<file path="src/rtl/gcore_pkg.sv">
// Shared types and constants for the op-memory path.
// Imported by the RAM and controller.
package gcore_pkg;

  typedef enum logic {
    ST_IDLE,
    ST_LOAD
  } state_t;

  localparam int OP_W_DEF  = 8;
  localparam int DEPTH_DEF = 256;
  localparam int NOP_OP    = 0;

endpackage

</file>
<file path="src/rtl/opram_sp_ram.sv">
// Inferred single-port synchronous RAM.
// Registered read, read-before-write.
module opram_sp_ram
  import gcore_pkg::*;
#(
  parameter int OP_W  = OP_W_DEF,
  parameter int DEPTH = DEPTH_DEF,
  localparam int ADDR_W = $clog2(DEPTH)
) (
  input  logic              clk,
  input  logic              we,
  input  logic [ADDR_W-1:0] addr,
  input  logic [OP_W-1:0]   din,
  output logic [OP_W-1:0]   dout
);

  logic [OP_W-1:0] mem [DEPTH];

  always_ff @(posedge clk) begin
    if (we) mem[addr] <= din;
    dout <= mem[addr];
  end

endmodule

</file>
<file path="src/rtl/opram_loader.sv">
// Op RAM controller: streaming program loader
// arbitrated against the core fetch port.
module opram_loader
  import gcore_pkg::*;
#(
  parameter int OP_W  = OP_W_DEF,
  parameter int DEPTH = DEPTH_DEF,
  localparam int ADDR_W = $clog2(DEPTH)
) (
  input  logic              clk,
  input  logic              rst,
  input  logic              load_start,
  input  logic              load_valid,
  input  logic [OP_W-1:0]   load_data,
  input  logic              load_last,
  output logic              load_ready,
  output logic              load_done,
  output logic              load_full,
  output logic [ADDR_W:0]   prog_len,
  input  logic              fetch_req,
  input  logic [ADDR_W-1:0] fetch_addr,
  output logic              fetch_ready,
  output logic              fetch_valid,
  output logic [OP_W-1:0]   fetch_op,
  output logic              fetch_err,
  output logic              busy
);

  localparam logic [ADDR_W-1:0] LAST_A = ADDR_W'(DEPTH - 1);
  localparam logic [OP_W-1:0]   NOP    = OP_W'(NOP_OP);

  state_t            state;
  logic [ADDR_W-1:0] wptr;
  logic [ADDR_W-1:0] ram_addr;
  logic [OP_W-1:0]   ram_dout;
  logic [OP_W-1:0]   op_hold;
  logic              we;
  logic              fetch_acc;
  logic              in_range;

  assign busy        = (state == ST_LOAD);
  assign load_ready  = (state == ST_LOAD);
  assign fetch_ready = (state == ST_IDLE);
  assign we          = load_ready && load_valid;
  assign ram_addr    = we ? wptr : fetch_addr;
  assign fetch_acc   = fetch_req && fetch_ready;
  assign in_range    = ({1'b0, fetch_addr} < prog_len);

  opram_sp_ram #(
    .OP_W (OP_W),
    .DEPTH(DEPTH)
  ) u_ram (
    .clk (clk),
    .we  (we),
    .addr(ram_addr),
    .din (load_data),
    .dout(ram_dout)
  );

  // RAM dout changes every cycle, so the op is held between fetches.
  assign fetch_op = !fetch_valid ? op_hold :
                    fetch_err    ? NOP     : ram_dout;

  always_ff @(posedge clk) begin
    if (rst) begin
      state       <= ST_IDLE;
      wptr        <= '0;
      prog_len    <= '0;
      load_full   <= 1'b0;
      load_done   <= 1'b0;
      fetch_valid <= 1'b0;
      fetch_err   <= 1'b0;
      op_hold     <= '0;
    end else begin
      load_done   <= 1'b0;
      fetch_valid <= fetch_acc;
      fetch_err   <= fetch_acc && !in_range;
      op_hold     <= fetch_op;
      unique case (state)
        ST_IDLE: begin
          if (load_start) begin
            state     <= ST_LOAD;
            wptr      <= '0;
            prog_len  <= '0;
            load_full <= 1'b0;
          end
        end
        ST_LOAD: begin
          if (load_valid) begin
            wptr     <= wptr + 1'b1;
            prog_len <= {1'b0, wptr} + 1'b1;
            if (wptr == LAST_A) begin
              state     <= ST_IDLE;
              load_done <= 1'b1;
              load_full <= 1'b1;
            end else if (load_last) begin
              state     <= ST_IDLE;
              load_done <= 1'b1;
            end
          end
        end
        default: state <= ST_IDLE;
      endcase
    end
  end

endmodule

</file>
<file path="config.mk">
export PLATFORM = sky130hd
export DESIGN_NAME = opram_loader
export DESIGN_NICKNAME = d
export VERILOG_FILES = /design/src/rtl/gcore_pkg.sv /design/src/rtl/opram_sp_ram.sv /design/src/rtl/opram_loader.sv
export SDC_FILE = /design/constraint.sdc
export NUM_CORES = 2
export LEC_CHECK = 0
export CAP_MARGIN = 20
export CORE_UTILIZATION = 60
export DETAILED_ROUTE_END_ITERATION = 10
export PLACE_DENSITY = 0.76
export SLEW_MARGIN = 40
export SYNTH_ARGS = -nofsm -noshare
export SYNTH_HDL_FRONTEND = slang
export SYNTH_SLANG_ARGS = --single-unit
</file>
<file path="constraint.sdc">
create_clock -name clk -period 4.8 [get_ports clk]
set_input_delay 0.96 -clock clk [delete_from_list [all_inputs] [get_ports clk]]
set_output_delay 0.96 -clock clk [all_outputs]
set_load 0.05 [all_outputs]
</file>
==> impl_metrics.json <==
{
  "hpwl_um": 119000,
  "gp_congestion": 0.896,
  "grt_max_degree": 162,
  "crit_fanout": 11,
  "grt_pass1_vias": 42900,
  "grtUsageTotal_pct": 30.0,
  "drv_slew": 0,
  "synthesis.area_um2": 76700,
  "crit_slowest_cell": "clkdlybuf4s50_1",
  "dieArea_um2": 129000,
  "power_frac_comb_pct": 6.0,
  "ys_seq_area_share_pct": 81.0,
  "setup_viol": 0,
  "crit_chain": "nor2b_1 -> nand2_1 -> o21ai_0 -> clkdlybuf4s50_1",
  "num_rows": 130,
  "ys_seq_elements": 2078,
  "grt_pass1_wl_um": 284000,
  "met1_usage_pct": 42.6,
  "ys_types": 49,
  "ant_nets": 0,
  "dr.pass1.iters": 6,
  "synthArstFlopShare_pct": 0,
  "wl_per_cell_um": 30.9,
  "coreArea_um2": 126000,
  "crit_arrival_ns": 3.32,
  "top_usage_layer": "met2",
  "fin_hold_ws_ns": 0.469,
  "stdcell_count": 6328,
  "drtIter0Drc": 7066,
  "syn_to_final_growth_pct": 13.9,
  "routed_wl_um": 196000,
  "boundaryPins": 46,
  "cts_made_buffers": 192,
  "antenna_found_initial": 5,
  "period_share_pct": 89.2,
  "drc": 0,
  "viasPerCell": 7.09,
  "crit_buf_inv": 1,
  "htreeDepth": 4,
  "cts.sinks": 2078,
  "finalPower_mw": 36.8,
  "p_leak_nw": 27.5,
  "die_h_um": 360,
  "required_ns": 3.84,
  "cts_tree": "yes",
  "switchingPower_mw": 7.94,
  "critPathTopFamily": "buffers and inverters",
  "ys.flop_type": "edfxtp_1",
  "cts-resized-gates": 0,
  "seq_power_share_pct": 54.3,
  "hold_class": "register to register",
  "peakVddDrop_mv": 0.326,
  "postSynthAreaPerCell_um2": 18.0,
  "placedCellCount": 5973,
  "die_w_um": 360,
  "vias": 44900,
  "grt-ovfl-total": 0,
  "start_kind": "register",
  "max_slew_margin_pct": 36.9,
  "slowest_delay_ns": 0.85,
  "endpoint_kind": "primary output",
  "fin_ws_ns": 0.516,
  "outcome": "finished, final reports clean",
  "insertion_delay_ns": 0.83,
  "initial_core_util_pct": 60.8,
  "postCtsSetupBuffers": 0,
  "use_met3_pct": 6.28,
  "fmax_mhz": 233,
  "hold_viol_final": 0,
  "pwr_density_cell_nw_per_um2": 421,
  "grt_use_met2_pct": 45.6,
  "synth_edf_count": 2048,
  "clockBufferDepth": 3,
  "cts_hold_buffers": 0,
  "drive_gt1_share_pct": 13.6,
  "syn_nets": 4285,
  "rsz0062_at_grt": "no",
  "power.internal_mw": 28.9,
  "preCtsSetupSlack_ns": -0.129,
  "clockPowerShare_pct": 39.7,
  "fin_skew_ns": 0.0339,
  "clk_pin_slew_worst_paths_ns": 0.06,
  "swShare_pct": 21.6,
  "ys_warn_count": 0,
  "cts-root-buf": "clkbuf_16",
  "worst_pin_slew_ns": 0.938,
  "netlist_instances": 4255,
  "crit_type": "register to primary output",
  "period_minus_slack_ns": 4.28,
  "place.port_buffers": 45,
  "final_nets": 4548,
  "maxCapViolations": 0
}
==> final cells by class <==
| cell class | instances | area (um2) |
|---|---|---|
| antenna | 4 | 10.0 |
| clock buffer | 242 | 5110 |
| clock inverter | 108 | 908 |
| fill | 7564 | 38900 |
| inverter | 19 | 71.3 |
| multi-input combinational | 1836 | 13300 |
| sequential | 2078 | 62100 |
| tap | 1650 | 2060 |
| timing repair buffer | 391 | 3740 |
==> routing by layer <==
metal  part of all wire (%)  wire length [um]
met2                     46             90700
met4                    4.4              8550
met5                  0.011                22
met3                     12             23400
met1                     37             73100
==> stage by stage <==
stage                     utilization [%]  instance area (um2)  setup TNS [ns]
after floorplan                         -                76700               0
after global routing                 69.2                87300               0
after detailed placement             64.4                81300          -0.311
after CTS                            69.1                87300               0
after global placement               64.3                81100          -0.515
final                                69.2                87300               0
==> synthesized netlist by cell type (3+ instances only) <==
cell / count / area, um2
a2111o_1: 8 / 90.1
a21boi_1: 6 / 45.0
a21o_1: 6 / 45.0
a21oi_1: 25 / 125
a221oi_1: 512 / 4480
a22o_1: 512 / 4480
a31o_2: 3 / 26.3
buf_1: 32 / 120
buf_2: 32 / 160
buf_4: 3 / 22.5
clkbuf_1: 254 / 953
dfxtp_1: 30 / 601
edfxtp_1: 2048 / 61500
ha_1: 8 / 100
inv_1: 19 / 71.3
nand2_1: 89 / 334
nand2b_1: 3 / 18.8
nand3_1: 9 / 45.0
nand3b_1: 3 / 22.5
nor2_1: 267 / 1000
nor2b_1: 9 / 56.3
nor3_1: 12 / 60.1
nor4_1: 64 / 400
o21ai_0: 11 / 55.1
o22ai_1: 256 / 1600
o31ai_1: 5 / 37.5
xnor2_1: 3 / 26.3
==> power by group through the flow <==
stage	registers, mW	logic [mW]	clock network [mW]
finish	20.0	2.21	14.6
CTS	20.0	2.17	14.7
global placement	20.4	2.10	0
floorplan	20.3	1.10	0
detailed placement	20.4	2.15	0
global route	20.0	2.31	15.4
==> cells in the final DEF (no fill, tap or decap), drive strengths merged, types with 2 or more instances in the layout <==
| master | netlist | final |
|---|---|---|
| nor2 | 267 | 267 |
| a21boi | 8 | 8 |
| a31o | 3 | 3 |
| diode | 0 | 4 |
| a22o | 512 | 512 |
| nand4b | 2 | 2 |
| nor3 | 12 | 12 |
| nor3b | 2 | 2 |
| nor4 | 64 | 64 |
| nand3b | 3 | 3 |
| clkinvlp | 0 | 6 |
| clkinv | 0 | 85 |
| nand2 | 90 | 90 |
| nor2b | 9 | 9 |
| clkdlybuf4s50 | 0 | 37 |
| buf | 68 | 354 |
| dfxtp | 30 | 30 |
| nand2b | 3 | 3 |
| xnor2 | 3 | 3 |
| clkbuf | 254 | 242 |
| o22ai | 256 | 256 |
| inv | 19 | 24 |
| ha | 8 | 8 |
| o31ai | 6 | 6 |
| edfxtp | 2048 | 2048 |
| a21oi | 25 | 25 |
| o21ai | 14 | 14 |
| a221oi | 512 | 512 |
| nand3 | 9 | 9 |
| bufinv | 0 | 12 |
| a2111o | 8 | 8 |
| a21o | 6 | 6 |
==> path summary, 6_finish.rpt <==
kind | slack (ns) | depth (start not counted) | startpoint | to
hold / removal | 0.47 | 2 | load_full$_SDFFE_PP0P_ | load_full$_SDFFE_PP0P_
hold reg to reg | 0.47 | 2 | load_full$_SDFFE_PP0P_ | load_full$_SDFFE_PP0P_
setup / recovery | 0.52 | 4 | fetch_valid$_SDFF_PP0_ | fetch_op[7]
setup reg to reg | 0.60 | 10 | busy$_SDFF_PP0_ | u_ram.dout[7]$_DFF_P_
==> registers in the layout (all words and copies together), names as in the netlist <==
name / count
fetch_valid: 1
op_hold: 8
load_full: 1
u_ram.mem: 2048
busy: 1
fetch_err: 1
prog_len: 9
load_done: 1
u_ram.dout: 8
==> kinds of logic (layout without fill, tap and decap cells) <==
group | after synthesis | after routing | share of synthesized area, %
compound gates | 1358 | 1358 | 14.5
xor+xnor | 4 | 4 | 0.0457
fa+ha+maj | 8 | 8 | 0.131
buf+inv | 341 | 760 | 1.75
flops | 2078 | 2078 | 81.0
mux | 1 | 1 | 0.0131
other cells | 0 | 4 | 0
simple gates | 465 | 465 | 2.62
==> worst register-to-register path, stage by stage, from the launching register on <==
cell and delay [ns]:
dfxtp_1 0.70, and2_1 0.30, buf_4 0.22, o21ai_4 0.11
buf_12 0.18, buf_4 0.32, a221oi_1 0.56, o22ai_1 0.21
nor4_1 0.79, nand2_1 0.24, a2111o_1 0.47
Power figures use the tool's default switching activity.
